### src/rtl/bypass_net_param_pkg.sv
// Shared constants and helpers for the operand-bypass / load-use hazard unit.
// Pipeline stall-bus layout and default port/stage counts live here.
package bypass_net_param_pkg;

  localparam int unsigned StallW  = 6;
  localparam int unsigned StallId = 2;
  localparam int unsigned StallEx = 3;
  localparam logic        Stop    = 1'b1;
  localparam logic        NoStop  = 1'b0;

  localparam int unsigned FwdNumStg = 3;
  localparam int unsigned FwdNumRd  = 2;

  typedef enum logic [1:0] {
    RegLoad,
    RegHold,
    RegClear
  } reg_op_e;

  // ID stopped while EX advances means EX must receive a bubble.
  function automatic reg_op_e reg_op_f(logic flush, logic [StallW-1:0] stall);
    if (flush) begin
      return RegClear;
    end else if (stall[StallId] == Stop && stall[StallEx] == NoStop) begin
      return RegClear;
    end else if (stall[StallId] == NoStop) begin
      return RegLoad;
    end
    return RegHold;
  endfunction

endpackage

### src/rtl/bypass_net_param_if.sv
// Bus bundle between the ID stage and the bypass unit: source addresses,
// downstream writeback buses, pipeline control and the registered forward results.
interface bypass_net_param_if
  import bypass_net_param_pkg::*;
#(
  parameter int unsigned NUM_RD  = FwdNumRd,
  parameter int unsigned NUM_STG = FwdNumStg,
  parameter int unsigned DW      = 32,
  parameter int unsigned AW      = 5,
  parameter int unsigned CNT_W   = 16
);

  logic                     i_flush;
  logic [StallW-1:0]        i_stall;
  logic [NUM_RD*AW-1:0]     i_rd_addr;
  logic [NUM_STG-1:0]       i_stg_we;
  logic [NUM_STG*AW-1:0]    i_stg_waddr;
  logic [NUM_STG*DW-1:0]    i_stg_wdata;
  logic [NUM_STG-1:0]       i_stg_ready;
  logic [NUM_RD-1:0]        o_fwd_sel_r;
  logic [NUM_RD*DW-1:0]     o_fwd_data_r;
  logic                     o_stall_for_load;
  logic [CNT_W-1:0]         o_ld_stall_cnt;

  modport master (
    output i_flush, i_stall, i_rd_addr, i_stg_we, i_stg_waddr, i_stg_wdata, i_stg_ready,
    input  o_fwd_sel_r, o_fwd_data_r, o_stall_for_load, o_ld_stall_cnt
  );

  modport slave (
    input  i_flush, i_stall, i_rd_addr, i_stg_we, i_stg_waddr, i_stg_wdata, i_stg_ready,
    output o_fwd_sel_r, o_fwd_data_r, o_stall_for_load, o_ld_stall_cnt
  );

endinterface

### src/rtl/bypass_port_sel.sv
// Per-read-port priority matcher: picks the youngest stage writing this source
// register and reports whether its result is still pending.
module bypass_port_sel #(
  parameter int unsigned NUM_STG = 3,
  parameter int unsigned DW      = 32,
  parameter int unsigned AW      = 5
) (
  input  logic [AW-1:0]         i_rd_addr,
  input  logic [NUM_STG-1:0]    i_stg_we,
  input  logic [NUM_STG*AW-1:0] i_stg_waddr,
  input  logic [NUM_STG*DW-1:0] i_stg_wdata,
  input  logic [NUM_STG-1:0]    i_stg_ready,
  output logic                  o_sel,
  output logic [DW-1:0]         o_data,
  output logic                  o_hazard
);

  logic          w_hit;
  logic [DW-1:0] w_data;
  logic          w_hazard;

  // Walk oldest to youngest so the youngest match overwrites older ones.
  always_comb begin
    w_hit    = 1'b0;
    w_data   = '0;
    w_hazard = 1'b0;
    for (int s = int'(NUM_STG) - 1; s >= 0; s--) begin
      if (i_stg_we[s] && (i_stg_waddr[s*AW +: AW] == i_rd_addr) && (i_rd_addr != '0)) begin
        w_hit    = 1'b1;
        w_data   = i_stg_wdata[s*DW +: DW];
        w_hazard = ~i_stg_ready[s];
      end
    end
  end

  assign o_sel    = w_hit & ~w_hazard;
  assign o_data   = w_data;
  assign o_hazard = w_hazard;

endmodule

### src/rtl/bypass_net_param.sv
// Operand-bypass and load-use hazard unit between ID register-file reads and the
// ID/EX register: registered forward select/data plus a combinational load stall.
module bypass_net_param
  import bypass_net_param_pkg::*;
#(
  parameter int unsigned NUM_RD  = FwdNumRd,
  parameter int unsigned NUM_STG = FwdNumStg,
  parameter int unsigned DW      = 32,
  parameter int unsigned AW      = 5,
  parameter int unsigned CNT_W   = 16
) (
  input logic               clk,
  input logic               rst,
  bypass_net_param_if.slave bus
);

  logic [NUM_RD-1:0]    w_sel;
  logic [NUM_RD*DW-1:0] w_data;
  logic [NUM_RD-1:0]    w_hazard;
  logic                 w_stall_for_load;
  reg_op_e              w_op;

  logic [NUM_RD-1:0]    r_fwd_sel;
  logic [NUM_RD*DW-1:0] r_fwd_data;
  logic [CNT_W-1:0]     r_ld_stall_cnt;

  for (genvar p = 0; p < NUM_RD; p++) begin : g_port
    bypass_port_sel #(
      .NUM_STG (NUM_STG),
      .DW      (DW),
      .AW      (AW)
    ) u_port_sel (
      .i_rd_addr   (bus.i_rd_addr[p*AW +: AW]),
      .i_stg_we    (bus.i_stg_we),
      .i_stg_waddr (bus.i_stg_waddr),
      .i_stg_wdata (bus.i_stg_wdata),
      .i_stg_ready (bus.i_stg_ready),
      .o_sel       (w_sel[p]),
      .o_data      (w_data[p*DW +: DW]),
      .o_hazard    (w_hazard[p])
    );
  end

  assign w_stall_for_load = |w_hazard;

  always_comb begin
    w_op = reg_op_f(bus.i_flush, bus.i_stall);
  end

  always_ff @(posedge clk) begin
    if (rst) begin
      r_fwd_sel  <= '0;
      r_fwd_data <= '0;
    end else begin
      unique case (w_op)
        RegClear: begin
          r_fwd_sel  <= '0;
          r_fwd_data <= '0;
        end
        RegLoad: begin
          r_fwd_sel  <= w_sel;
          r_fwd_data <= w_data;
        end
        default: begin
          r_fwd_sel  <= r_fwd_sel;
          r_fwd_data <= r_fwd_data;
        end
      endcase
    end
  end

  // Saturating performance counter; flush deliberately does not gate it.
  always_ff @(posedge clk) begin
    if (rst) begin
      r_ld_stall_cnt <= '0;
    end else if (w_stall_for_load && (r_ld_stall_cnt != {CNT_W{1'b1}})) begin
      r_ld_stall_cnt <= r_ld_stall_cnt + 1'b1;
    end
  end

  assign bus.o_fwd_sel_r      = r_fwd_sel;
  assign bus.o_fwd_data_r     = r_fwd_data;
  assign bus.o_stall_for_load = w_stall_for_load;
  assign bus.o_ld_stall_cnt   = r_ld_stall_cnt;

endmodule

### src/flat_wrapper.sv
// flat-port wrapper written by rule: the top's interface ports become plain ports
module bypass_net_param_flat import bypass_net_param_pkg::*;
#(
  parameter int unsigned NUM_RD  = FwdNumRd,
  parameter int unsigned NUM_STG = FwdNumStg,
  parameter int unsigned DW      = 32,
  parameter int unsigned AW      = 5,
  parameter int unsigned CNT_W   = 16
)
  (clk, rst, bus_i_flush, bus_i_stall, bus_i_rd_addr, bus_i_stg_we, bus_i_stg_waddr, bus_i_stg_wdata, bus_i_stg_ready, bus_o_fwd_sel_r, bus_o_fwd_data_r, bus_o_stall_for_load, bus_o_ld_stall_cnt);
  bypass_net_param_if #(.NUM_RD(NUM_RD), .NUM_STG(NUM_STG), .DW(DW), .AW(AW), .CNT_W(CNT_W)) bus_i ();
  input logic clk;
  input logic rst;
  input wire logic [$bits(bus_i.i_flush)-1:0] bus_i_flush;
  input wire logic [$bits(bus_i.i_stall)-1:0] bus_i_stall;
  input wire logic [$bits(bus_i.i_rd_addr)-1:0] bus_i_rd_addr;
  input wire logic [$bits(bus_i.i_stg_we)-1:0] bus_i_stg_we;
  input wire logic [$bits(bus_i.i_stg_waddr)-1:0] bus_i_stg_waddr;
  input wire logic [$bits(bus_i.i_stg_wdata)-1:0] bus_i_stg_wdata;
  input wire logic [$bits(bus_i.i_stg_ready)-1:0] bus_i_stg_ready;
  output wire logic [$bits(bus_i.o_fwd_sel_r)-1:0] bus_o_fwd_sel_r;
  output wire logic [$bits(bus_i.o_fwd_data_r)-1:0] bus_o_fwd_data_r;
  output wire logic [$bits(bus_i.o_stall_for_load)-1:0] bus_o_stall_for_load;
  output wire logic [$bits(bus_i.o_ld_stall_cnt)-1:0] bus_o_ld_stall_cnt;
  assign bus_i.i_flush = bus_i_flush;
  assign bus_i.i_stall = bus_i_stall;
  assign bus_i.i_rd_addr = bus_i_rd_addr;
  assign bus_i.i_stg_we = bus_i_stg_we;
  assign bus_i.i_stg_waddr = bus_i_stg_waddr;
  assign bus_i.i_stg_wdata = bus_i_stg_wdata;
  assign bus_i.i_stg_ready = bus_i_stg_ready;
  assign bus_o_fwd_sel_r = bus_i.o_fwd_sel_r;
  assign bus_o_fwd_data_r = bus_i.o_fwd_data_r;
  assign bus_o_stall_for_load = bus_i.o_stall_for_load;
  assign bus_o_ld_stall_cnt = bus_i.o_ld_stall_cnt;
  bypass_net_param #(.NUM_RD(NUM_RD), .NUM_STG(NUM_STG), .DW(DW), .AW(AW), .CNT_W(CNT_W)) u_core (.clk(clk), .rst(rst), .bus(bus_i));
endmodule
### config.mk
export PLATFORM = sky130hd
export DESIGN_NAME = bypass_net_param_flat
export DESIGN_NICKNAME = d
export VERILOG_FILES = /design/src/rtl/bypass_net_param_pkg.sv /design/src/rtl/bypass_net_param_if.sv /design/src/rtl/bypass_port_sel.sv /design/src/rtl/bypass_net_param.sv /design/src/flat_wrapper.sv
export SDC_FILE = /design/constraint.sdc
export NUM_CORES = 1
export LEC_CHECK = 0
export ABC_AREA = 1
export BUFFER_PORTS_ARGS = -buffer_cell sky130_fd_sc_hd__buf_2
export CORE_ASPECT_RATIO = 1.2
export CORE_MARGIN = 3
export CORE_UTILIZATION = 27
export CTS_CLUSTER_SIZE = 8
export DETAILED_ROUTE_END_ITERATION = 12
export GPL_ROUTABILITY_DRIVEN = 1
export GPL_TIMING_DRIVEN = 1
export PLACE_DENSITY = 0.6
export SYNTH_ARGS = -nofsm -noshare
export SYNTH_HDL_FRONTEND = slang
export SYNTH_SLANG_ARGS = --single-unit
### constraint.sdc
create_clock -name clk -period 3.5 [get_ports clk]
set_input_delay 0.35 -clock clk [delete_from_list [all_inputs] [get_ports clk]]
set_output_delay 0.35 -clock clk [all_outputs]
set_load 0.03 [all_outputs]
==> tab_implementation.tex, run 1 <==
\begin{tabular}{lr}
\hline
Metric & Value \\
\hline
\multicolumn{2}{l}{\textbf{Status}} \\
Outcome & completed \\
\multicolumn{2}{l}{\textbf{STA}} \\
Number of max-slew violations in the final report & 0 \\
Highest Clock Rate & a little over 0.4 GHz \\
Final Skew & just under 0.007 ns \\
Min Hold Slack & about 0.33 ns \\
Relative slew slack & 0.496 \\
Total negative slack & 0 ns \\
Min cycle time layout & between 2 and 2.5 ns \\
Setup violators final & 0 \\
Final clock period utilization by the worst path & 0.701 \\
Endpoints failing hold & 0 \\
Transition time at the pin with the least slew margin & between 0.7 and 0.8 ns \\
Unrepaired setup endpoints after global routing & no \\
\multicolumn{2}{l}{\textbf{Clocking}} \\
Clock slew at reported path FFs & around 0.070 ns \\
Master cell of the clock root buffer & clkbuf\_16 \\
H-tree levels & 3 \\
TritonCTS clock tree & done \\
Clock buffer count from CTS & 9 \\
Clock latency at the later pin of the worst-skew pair & 0.34 ns \\
CTS sink count & 82 \\
Worst-case clock buffer depth & 2 \\
Post-CTS setup buffer count & 0 \\
Post-CTS Hold Fix Bufs & 0 \\
PostCTS Resize Cnt & 0 \\
\multicolumn{2}{l}{\textbf{Route}} \\
Mean routed wirelength per cell & around 16 um \\
Number of DRC markers in iteration 0 & $\sim$350 \\
Number of optimization iterations in the first detailed-route pass & 5 \\
WL final & slightly above 20 mm \\
Remaining antenna violation count & 0 \\
Ratio of routed vias to standard cells & 4.88 \\
DRC violation count after routing & 0 \\
Routed vias & 6252 \\
\multicolumn{2}{l}{\textbf{Placement}} \\
Number of buffers inserted by port buffering & roughly 210 \\
Final weighted congestion in routability-driven placement & $\sim$0.9 \\
Detailed Place HPWL & about 14 mm \\
Cell area reported after detailed placement & $\sim$6400 um\^{}2 \\
\multicolumn{2}{l}{\textbf{Final layout}} \\
Final core occ & 0.364 \\
Synth-to-Final Area Change & 30.1\% \\
Layout cells sized above 1 & 0.261 \\
Summed area of non-filler cells in the final layout & around 6700 um\^{}2 \\
Highest-count cells in the layout ignoring fill and taps & 214 x buf\_2, 197 x nand2\_1, 154 x nand3\_1 \\
Commonest non-fill, non-tap cell in the layout & buf\_2 \\
Final-stage net count & roughly 1200 \\
\multicolumn{2}{l}{\textbf{Power and ir drop}} \\
Power density relative to cell area & approximately 330 nW/um\^{}2 \\
Maximum vdd drop & 0.216 mV \\
Leakage power & about 3.4 nW \\
Power Total & $\sim$2.2 mW \\
\multicolumn{2}{l}{\textbf{Synth}} \\
Portion of the post-synthesis area used by sequential elements & 0.318 \\
Synthesis warning total & 0 \\
Post-Synthesis Net Count & $\sim$980 \\
Number of distinct library cells after synthesis & 30 \\
Synth Area per Inst & 6.16 um\^{}2 \\
Count of state elements after synthesis & just over 80 \\
Post-synthesis instance area & about 5200 um\^{}2 \\
Syn Inst Count & about 840 \\
\multicolumn{2}{l}{\textbf{Setup path}} \\
CP Capture Type & primary output \\
Worst EP required & 3.15 ns \\
Signal arrival time at the worst endpoint & 2.10 ns \\
Crit start category & input port \\
Slowest cell on crit path & nand2\_2 \\
Largest fanout of any net on the critical path & 31 \\
Type of the worst setup path & in -> out \\
Crit-path cells & buf\_2, inv\_2, a21oi\_1, nand3\_1, nor2\_1, nand2\_2, nand2\_1, inv\_1, a21oi\_1, nand2\_2, buf\_2 \\
Worst stage delay on the critical path & roughly 0.40 ns \\
\multicolumn{2}{l}{\textbf{Floorplan}} \\
Horizontal die dimension & 132 um \\
Y dimension of the die & approximately 160 um \\
Num rows & 54 \\
Floorplan die area & approximately 21000 um\^{}2 \\
Placeable core region & 18400 um\^{}2 \\
Num ports & 219 \\
Initial core utilization & 0.280 \\
\multicolumn{2}{l}{\textbf{Global routing}} \\
Global route total overflow & 0 \\
Overall global routing resource usage & 0.185 \\
Wire length of the first global-routing pass & 31.1 mm \\
Pin count of the biggest net entering global routing & 67 \\
Number of antenna violations at the first check in global routing & 4 \\
Vias in the first global route & a little under 6000 \\
\multicolumn{2}{l}{\textbf{Job}} \\
Max Cap Viol & 0 \\
\multicolumn{2}{l}{\textbf{Hold path}} \\
Kind of path behind the tightest hold check & in -> reg \\
\hline
\end{tabular}
-- worst paths after layout --
check	slack [ns]	start	to	depth (start not counted)
min reg2reg	0.46	u_core.bus.o_fwd_data_r[32]$_SDFFE_PP0P_	u_core.bus.o_fwd_data_r[32]$_SDFFE_PP0P_	2
max	1.05	bus_i_rd_addr[8]	bus_o_stall_for_load	11
max reg2reg	1.33	u_core.bus.o_ld_stall_cnt[0]$_SDFFE_PP0P_	u_core.bus.o_ld_stall_cnt[10]$_SDFFE_PP0P_	12
min	0.33	bus_i_stg_wdata[26]	u_core.bus.o_fwd_data_r[58]$_SDFFE_PP0P_	3
-- metrics by stage --
| stage | cells | worst slack [ns] |
|---|---|---|
| global route | 1279 | 0.810 |
| CTS | 1277 | 1.03 |
| finish | 1280 | 1.05 |
| floorplan | 838 | 1.49 |
| detailed placement | 1261 | 0.953 |
| global placement | 1261 | 0.956 |
-- where the power goes --
group | total, mW | internal (mW) | switching (mW)
logic | 0.361 | 0.126 | 0.234
registers | 0.949 | 0.942 | 0.00692
clock network | 0.936 | 0.494 | 0.442
-- worst max-delay path, delay by kind of cell --
kind,cells,cell delay (ns)
compound gates,2,0.33
buf+inv,4,0.44
simple gates,5,0.97
-- registers in the layout (all words and copies together) (netlist names) --
name,cells
u_core.bus.o_fwd_data_r,64
u_core.bus.o_ld_stall_cnt,16
u_core.bus.o_fwd_sel_r,2
-- per-layer routing --
metal	GRT usage	wire length [um]	vias to the layer above
met2	0.320	9870	220
li1	-	-	3169
met5	0	21	-
met1	0.226	8540	2831
met4	0.0624	323	4
met3	0.0467	1410	28
-- cell families (layout without fill, tap and decap cells) --
logic type / count (synthesis) / count (layout) / share of synthesized area
AOI/OAI and AO/OA: 129 / 129 / 0.160
other: 0 / 3 / 0
xor gates and xnor gates: 6 / 6 / 0.0102
buffers and inverters: 107 / 294 / 0.0868
DFF: 82 / 82 / 0.318
and+or+nand+nor: 513 / 513 / 0.422
adders and majority gates: 1 / 1 / 0.00242
-- cells in the mapped netlist --
library cell | instances | area (um^2)
buf_4 | 2 | 15.0
nand3b_1 | 1 | 7.51
and2_1 | 1 | 6.26
nor2_4 | 2 | 22.5
nand3_1 | 154 | 771
buf_2 | 19 | 95.1
buf_6 | 2 | 22.5
inv_1 | 38 | 143
ha_1 | 1 | 12.5
nor2_2 | 2 | 12.5
nor2_1 | 137 | 514
clkbuf_1 | 26 | 97.6
xnor2_1 | 5 | 43.8
a21oi_1 | 59 | 295
nand2_2 | 3 | 18.8
o211ai_1 | 37 | 278
or2_0 | 1 | 6.26
dfxtp_1 | 82 | 1640
nor4_1 | 2 | 12.5
nand2_1 | 199 | 747
a21oi_4 | 1 | 16.3
nand4_1 | 4 | 25.0
nor3_1 | 7 | 35.0
a21oi_2 | 1 | 8.76
o21ai_0 | 1 | 5.00
xor2_1 | 1 | 8.76
inv_2 | 11 | 41.3
a22oi_1 | 30 | 225
clkinv_1 | 1 | 3.75
buf_1 | 8 | 30.0
-- area by class of cell --
class / count / area [um^2]
sequential: 82 / 1640
inverter: 50 / 188
fill: 2070 / 11700
multi-input combinational: 649 / 3090
clock buffer: 9 / 225
clock inverter: 7 / 61.3
tap: 252 / 315
timing repair buffer: 228 / 1190
antenna: 3 / 7.51
Note: power is estimated with default switching activity, not from simulation.
==> run 2: changes to the inputs <==
PLACE_DENSITY = 0.62   (was 0.6)
clock period = 2.2 ns   (was 3.5 ns; I/O delays follow)
==> run 2 against run 1 <==
  * Clock skew shrank 0.0013 ns
  * Setup slack got worse by 0.79 ns
  * Critical path depth fell by 2
  * Highest routed layer unchanged
  * Largest cell class unchanged
  * Non-clock buffer count grew 12
==> tab_implementation.tex, run 2 (same netlist as run 1, synthesis figures left out) <==
\begin{tabular}{lr}
\hline
Metric & Value \\
\hline
\multicolumn{2}{l}{\textbf{Global routing}} \\
Vias in the first global route & 6062 (+2.8\%) \\
Wire length of the first global-routing pass & 31.1 mm (about the same) \\
Overall global routing resource usage & 0.185 (about the same) \\
Number of antenna violations at the first check in global routing & 3 (-1) \\
Pin count of the biggest net entering global routing & 67 (unchanged) \\
Global route total overflow & 0 (unchanged) \\
\multicolumn{2}{l}{\textbf{Setup path}} \\
Bufs and invs on worst path & 2 (-2) \\
Crit start category & flop \\
Type of the worst setup path & reg -> reg \\
Worst stage delay on the critical path & 0.40 ns (about the same) \\
Crit-path cells & ha\_1, nand3\_1, buf\_4, nor4\_1, nand4\_1, inv\_1, nor3\_1, a21oi\_1, nor2\_1 \\
Slowest cell on crit path & dfxtp\_1 \\
Signal arrival time at the worst endpoint & 2.18 ns (+0.08 ns) \\
Worst reg-to-reg path cell count & 9 (-3) \\
Worst EP required & 2.44 ns (-0.71 ns) \\
CP Capture Type & flop \\
Largest fanout of any net on the critical path & 5 (-84\%) \\
Cell family with the largest share of critical-path delay & simple AND/OR/NAND/NOR gates \\
Number of cells on the critical path & 9 (-2) \\
Minimum setup slack among reg-to-reg paths & 0.26 ns (-1.07 ns) \\
\multicolumn{2}{l}{\textbf{Power and ir drop}} \\
Part of the total power dissipated in combinational logic & 0.166 (+0.005) \\
Switching power share of the total & 0.301 (-0.00335) \\
Power Total & 3.55 mW (+58\%) \\
Maximum vdd drop & 0.310 mV (+44\%) \\
Power density relative to cell area & 520 nW/um\^{}2 (+56\%) \\
Part of the power in registers & 0.425 (+0.002) \\
P\_sw & 1.07 mW (+57\%) \\
Internal cell power & 2.48 mW (+59\%) \\
Leakage power & 3.43 nW (+1.8\%) \\
Proportion of power drawn by the clock network & 0.409 (-0.008) \\
\multicolumn{2}{l}{\textbf{Route}} \\
DRC violation count after routing & 0 (unchanged) \\
WL final & 19.9 mm (-1.5\%) \\
Number of DRC markers in iteration 0 & 325 (-6.3\%) \\
Routed vias & 6426 (+2.8\%) \\
Ratio of routed vias to standard cells & 4.97 (+1.8\%) \\
Number of optimization iterations in the first detailed-route pass & 5 (unchanged) \\
Remaining antenna violation count & 0 (unchanged) \\
Mean routed wirelength per cell & 15.4 um (-2.4\%) \\
\multicolumn{2}{l}{\textbf{Hold path}} \\
Kind of path behind the tightest hold check & in -> reg \\
Worst hold stages & 3 (unchanged) \\
\multicolumn{2}{l}{\textbf{Floorplan}} \\
Placeable core region & 18400 um\^{}2 (unchanged) \\
Floorplan die area & 20800 um\^{}2 (unchanged) \\
Initial core utilization & 0.280 (unchanged) \\
Num rows & 54 (unchanged) \\
Num ports & 219 (unchanged) \\
Horizontal die dimension & 132 um (unchanged) \\
Y dimension of the die & 157 um (unchanged) \\
\multicolumn{2}{l}{\textbf{Clocking}} \\
H-tree levels & 3 (unchanged) \\
Worst-case clock buffer depth & 2 (unchanged) \\
PostCTS Resize Cnt & 0 (unchanged) \\
TritonCTS clock tree & done \\
Clock latency at the later pin of the worst-skew pair & 0.34 ns (about the same) \\
Master cell of the clock root buffer & clkbuf\_16 \\
Clock slew at reported path FFs & 0.07 ns (about the same) \\
Clock buffer count from CTS & 9 (unchanged) \\
Post-CTS setup buffer count & 0 (unchanged) \\
Post-CTS Hold Fix Bufs & 0 (unchanged) \\
CTS sink count & 82 (unchanged) \\
\multicolumn{2}{l}{\textbf{Final layout}} \\
Final-stage net count & 1169 (+1.0\%) \\
Layout cells sized above 1 & 0.270 (+0.00855) \\
Flip-flop count of the largest register after layout & 64 (unchanged) \\
Highest-count cells in the layout ignoring fill and taps & 214 x buf\_2, 197 x nand2\_1, 154 x nand3\_1 \\
Commonest non-fill, non-tap cell in the layout & buf\_2 \\
Number of fillers in the final layout & 2073 (+0.14\%) \\
Synth-to-Final Area Change & 32.5\% \\
\multicolumn{2}{l}{\textbf{Status}} \\
Outcome & completed \\
\multicolumn{2}{l}{\textbf{STA}} \\
Final Skew & 0.00561 ns (-0.00132 ns) \\
Final clock period utilization by the worst path & 0.882 \\
Endpoints failing hold & 0 (unchanged) \\
Setup violators final & 0 (unchanged) \\
Relative slew slack & 0.489 (-0.00703) \\
Transition time at the pin with the least slew margin & 0.766 ns (+0.0105 ns) \\
Number of max-slew violations in the final report & 0 (unchanged) \\
Total negative slack & 0 ns (unchanged) \\
Unrepaired setup endpoints after global routing & no \\
Highest Clock Rate & 0.516 GHz \\
Min cycle time layout & 1.94 ns \\
Min Hold Slack & 0.201 ns (-0.126 ns) \\
Setup ws final & 0.260 ns (-0.788 ns) \\
\multicolumn{2}{l}{\textbf{Placement}} \\
Number of buffers inserted by port buffering & 214 (unchanged) \\
Setup WS pre-CTS & 0.203 ns (-0.750 ns) \\
Detailed Place HPWL & 14.1 mm (+0.38\%) \\
Final weighted congestion in routability-driven placement & 0.853 (-4.5\%) \\
\multicolumn{2}{l}{\textbf{Job}} \\
Max Cap Viol & 0 (unchanged) \\
\hline
\end{tabular}
## run 2: power groups by stage
stage / clock, mW / sequential (mW) / combinational [mW]
2_1_floorplan: 0 / 1.57 / 0.282
3_3_place_gp: 0 / 1.54 / 0.587
3_5_place_dp: 0 / 1.54 / 0.591
4_1_cts: 1.49 / 1.51 / 0.593
5_1_grt: 1.56 / 1.51 / 0.657
6_report: 1.45 / 1.51 / 0.591
## run 2: layout make-up
type / count / area (um^2) / area share
Clock buffer: 9 / 225 / 0.0329
Clock inverter: 7 / 53.8 / 0.00787
Tap cell: 252 / 315 / 0.0461
Timing Repair Buffer: 240 / 1320 / 0.193
Inverter: 50 / 188 / 0.0275
Multi-Input combinational cell: 649 / 3090 / 0.452
Antenna cell: 3 / 7.51 / 0.00110
Sequential cell: 82 / 1640 / 0.240
## run 2: final timing paths
path                                          endpoint                                      start
max          u_core.bus.o_ld_stall_cnt[6]$_SDFFE_PP0P_  u_core.bus.o_ld_stall_cnt[0]$_SDFFE_PP0P_
min           u_core.bus.o_fwd_data_r[33]$_SDFFE_PP0P_                         bus_i_stg_wdata[1]
max reg2reg  u_core.bus.o_ld_stall_cnt[6]$_SDFFE_PP0P_  u_core.bus.o_ld_stall_cnt[0]$_SDFFE_PP0P_
min reg2reg   u_core.bus.o_fwd_data_r[33]$_SDFFE_PP0P_   u_core.bus.o_fwd_data_r[33]$_SDFFE_PP0P_
## run 2: worst min-delay path: stages
cell      delay, ns
buf_2          0.09
o211ai_1       0.09
a21oi_1        0.11
## run 2: layer usage
metal / global-route usage / up-vias / part of all wire / wire (um)
met2: 0.316 / 250 / 0.48 / 9620
met3: 0.0464 / 29 / 0.077 / 1540
met5: 0 / - / 0.0014 / 27
li1: - / 3197 / - / -
met4: 0.0743 / 4 / 0.019 / 378
met1: 0.225 / 2946 / 0.42 / 8320
## run 2: metrics by stage
stage	instances	cell area, um^2	utilization
final	1292	6840	0.371
after global routing	1290	6830	0.370
after CTS	1289	6830	0.370
after detailed placement	1273	6550	0.355
after global placement	1273	6550	0.355
after floorplan	838	5160	-
==> run 3: changes to the inputs <==
PLACE_DENSITY = 0.48   (was 0.62)
==> run 3 against run 2 <==
  * Flip-flop and latch count is the same
  * Sequential share of layout area down 0.17 points
  * Combinational power about the same
  * Die area unchanged
  * Highest routed layer unchanged
==> tab_implementation.tex, run 3 (same netlist as run 1, synthesis figures left out) <==
\begin{tabular}{lr}
\hline
Metric & Value \\
\hline
\multicolumn{2}{l}{\textbf{Clocking}} \\
Clock latency at the later pin of the worst-skew pair & 0.34 ns (about the same) \\
CTS sink count & 82 (unchanged) \\
Post-CTS Hold Fix Bufs & 0 (unchanged) \\
Post-CTS setup buffer count & 0 (unchanged) \\
H-tree levels & 3 (unchanged) \\
PostCTS Resize Cnt & 0 (unchanged) \\
TritonCTS clock tree & done \\
Worst-case clock buffer depth & 2 (unchanged) \\
Master cell of the clock root buffer & clkbuf\_16 \\
Clock buffer count from CTS & 9 (unchanged) \\
Clock slew at reported path FFs & 0.07 ns (about the same) \\
\multicolumn{2}{l}{\textbf{Final layout}} \\
Number of fillers in the final layout & 2090 (+0.82\%) \\
Layout cells sized above 1 & 0.271 (+0.00141) \\
Final cell count without fillers & 1292 (unchanged) \\
Flip-flop count of the largest register after layout & 64 (unchanged) \\
Final core occ & 0.373 (+0.00264) \\
Highest-count cells in the layout ignoring fill and taps & 214 x buf\_2, 197 x nand2\_1, 154 x nand3\_1 \\
Commonest non-fill, non-tap cell in the layout & buf\_2 \\
Final-stage net count & 1171 (+0.17\%) \\
Synth-to-Final Area Change & 33.4\% \\
\multicolumn{2}{l}{\textbf{Setup path}} \\
Slowest cell on crit path & nor4\_1 \\
Cell mode on critical path & nor2\_1 \\
Crit-path cells & ha\_1, nand3\_1, nor4\_1, nand4\_1, inv\_1, nor2\_1, a21oi\_1, nor2\_1 \\
Signal arrival time at the worst endpoint & 2.23 ns (+0.05 ns) \\
Minimum setup slack among reg-to-reg paths & 0.21 ns (-0.05 ns) \\
Type of the worst setup path & reg -> reg \\
CP Capture Type & flop \\
Worst EP required & 2.44 ns (about the same) \\
R2r startpoint & u\_core.bus.o\_ld\_stall\_cnt[1]\$\_SDFFE\_PP0P\_ \\
Worst stage delay on the critical path & 0.46 ns (+0.06 ns) \\
Launch point of the worst path & u\_core.bus.o\_ld\_stall\_cnt[1]\$\_SDFFE\_PP0P\_ \\
Crit start category & flop \\
Largest fanout of any net on the critical path & 4 (-1) \\
\multicolumn{2}{l}{\textbf{Route}} \\
Routed vias & 6266 (-2.5\%) \\
Remaining antenna violation count & 0 (unchanged) \\
Number of optimization iterations in the first detailed-route pass & 5 (unchanged) \\
Ratio of routed vias to standard cells & 4.85 (-2.5\%) \\
WL final & 20.7 mm (+4.4\%) \\
Number of DRC markers in iteration 0 & 239 (-26\%) \\
DRC violation count after routing & 0 (unchanged) \\
Mean routed wirelength per cell & 16.1 um (+4.4\%) \\
\multicolumn{2}{l}{\textbf{Placement}} \\
Number of cells after detailed placement & 1275 (+0.16\%) \\
Number of buffers inserted by port buffering & 214 (unchanged) \\
Setup WS pre-CTS & 0.185 ns (-0.0183 ns) \\
Final weighted congestion in routability-driven placement & 0.887 (+4.0\%) \\
Detailed Place HPWL & 15.1 mm (+6.8\%) \\
\multicolumn{2}{l}{\textbf{Power and ir drop}} \\
Part of the total power dissipated in combinational logic & 0.161 (-0.005) \\
Proportion of power drawn by the clock network & 0.430 (+0.021) \\
P\_sw & 1.06 mW (-1.1\%) \\
Maximum vdd drop & 0.325 mV (+4.6\%) \\
Internal cell power & 2.63 mW (+5.9\%) \\
Power density relative to cell area & 536 nW/um\^{}2 (+3.0\%) \\
Power Total & 3.69 mW (+3.8\%) \\
Part of the power in registers & 0.409 (-0.016) \\
Leakage power & 3.47 nW (+1.3\%) \\
Switching power share of the total & 0.287 (-0.0140) \\
\multicolumn{2}{l}{\textbf{Floorplan}} \\
Y dimension of the die & 157 um (unchanged) \\
Horizontal die dimension & 132 um (unchanged) \\
Floorplan die area & 20800 um\^{}2 (unchanged) \\
Num rows & 54 (unchanged) \\
Num ports & 219 (unchanged) \\
Initial core utilization & 0.280 (unchanged) \\
Placeable core region & 18400 um\^{}2 (unchanged) \\
\multicolumn{2}{l}{\textbf{Status}} \\
Outcome & completed \\
\multicolumn{2}{l}{\textbf{STA}} \\
Relative slew slack & 0.476 (-0.0127) \\
Number of max-slew violations in the final report & 0 (unchanged) \\
Min cycle time layout & 1.99 ns (+0.0530 ns) \\
Transition time at the pin with the least slew margin & 0.786 ns (+0.0191 ns) \\
Final clock period utilization by the worst path & 0.906 (+0.0241) \\
Highest Clock Rate & 0.502 GHz (-2.7\%) \\
Final Skew & 0.00474 ns (-0.000869 ns) \\
Total negative slack & 0 ns (unchanged) \\
Endpoints failing hold & 0 (unchanged) \\
Setup violators final & 0 (unchanged) \\
Unrepaired setup endpoints after global routing & no \\
Setup ws final & 0.207 ns (-0.0530 ns) \\
\multicolumn{2}{l}{\textbf{Global routing}} \\
Pin count of the biggest net entering global routing & 67 (unchanged) \\
Global route total overflow & 0 (unchanged) \\
Wire length of the first global-routing pass & 32.7 mm (+5.2\%) \\
Vias in the first global route & 6233 (+2.8\%) \\
Number of antenna violations at the first check in global routing & 6 (+3) \\
Overall global routing resource usage & 0.196 (+0.0103) \\
\multicolumn{2}{l}{\textbf{Hold path}} \\
Hold Path Origin & bus\_i\_stg\_wdata[20] \\
Kind of path behind the tightest hold check & in -> reg \\
\multicolumn{2}{l}{\textbf{Job}} \\
Max Cap Viol & 0 (unchanged) \\
\hline
\end{tabular}
run 3: per-stage QoR:
step	cell area (um^2)	hold slack, ns
final	6890	0.198
after floorplan	5160	0.433
after detailed placement	6580	0.453
after global placement	6580	0.451
after CTS	6880	0.189
after global routing	6890	0.222
run 3: worst paths after layout:
check,cells after the start,end
max reg2reg,8,u_core.bus.o_ld_stall_cnt[5]$_SDFFE_PP0P_
max,8,u_core.bus.o_ld_stall_cnt[5]$_SDFFE_PP0P_
min,3,u_core.bus.o_fwd_data_r[52]$_SDFFE_PP0P_
min reg2reg,2,u_core.bus.o_fwd_data_r[41]$_SDFFE_PP0P_
run 3: power groups by stage:
stage	combinational, mW	clock, mW	sequential (mW)
6_report	0.594	1.59	1.51
5_1_grt	0.665	1.69	1.51
4_1_cts	0.598	1.64	1.51
3_5_place_dp	0.597	0	1.54
3_3_place_gp	0.597	0	1.54
2_1_floorplan	0.282	0	1.57
run 3: critical path, delay by kind of cell (launching register included):
| family | cells | cell delay, ns |
|---|---|---|
| simple gates | 5 | 0.99 |
| flops | 1 | 0.38 |
| buf+inv | 1 | 0.19 |
| compound gates | 1 | 0.15 |
| fa+ha+maj | 1 | 0.18 |
run 3: area by class of cell:
cell class	instances	area, um^2	share of cell area
Clock inverter	6	66.3	0.00963
Inverter	50	188	0.0273
Clock buffer	10	239	0.0347
Sequential cell	82	1640	0.238
Antenna cell	1	2.50	0.000363
Multi-Input combinational cell	649	3090	0.449
Tap cell	252	315	0.0458
Timing Repair Buffer	242	1340	0.195
run 3: metal layers:
metal / GRT usage / vias up / wire length [um]
li1: - / 3196 / -
met1: 0.232 / 2844 / 8830
met2: 0.343 / 184 / 9960
met3: 0.0601 / 32 / 1510
met4: 0.0574 / 10 / 370
met5: 0 / - / 75
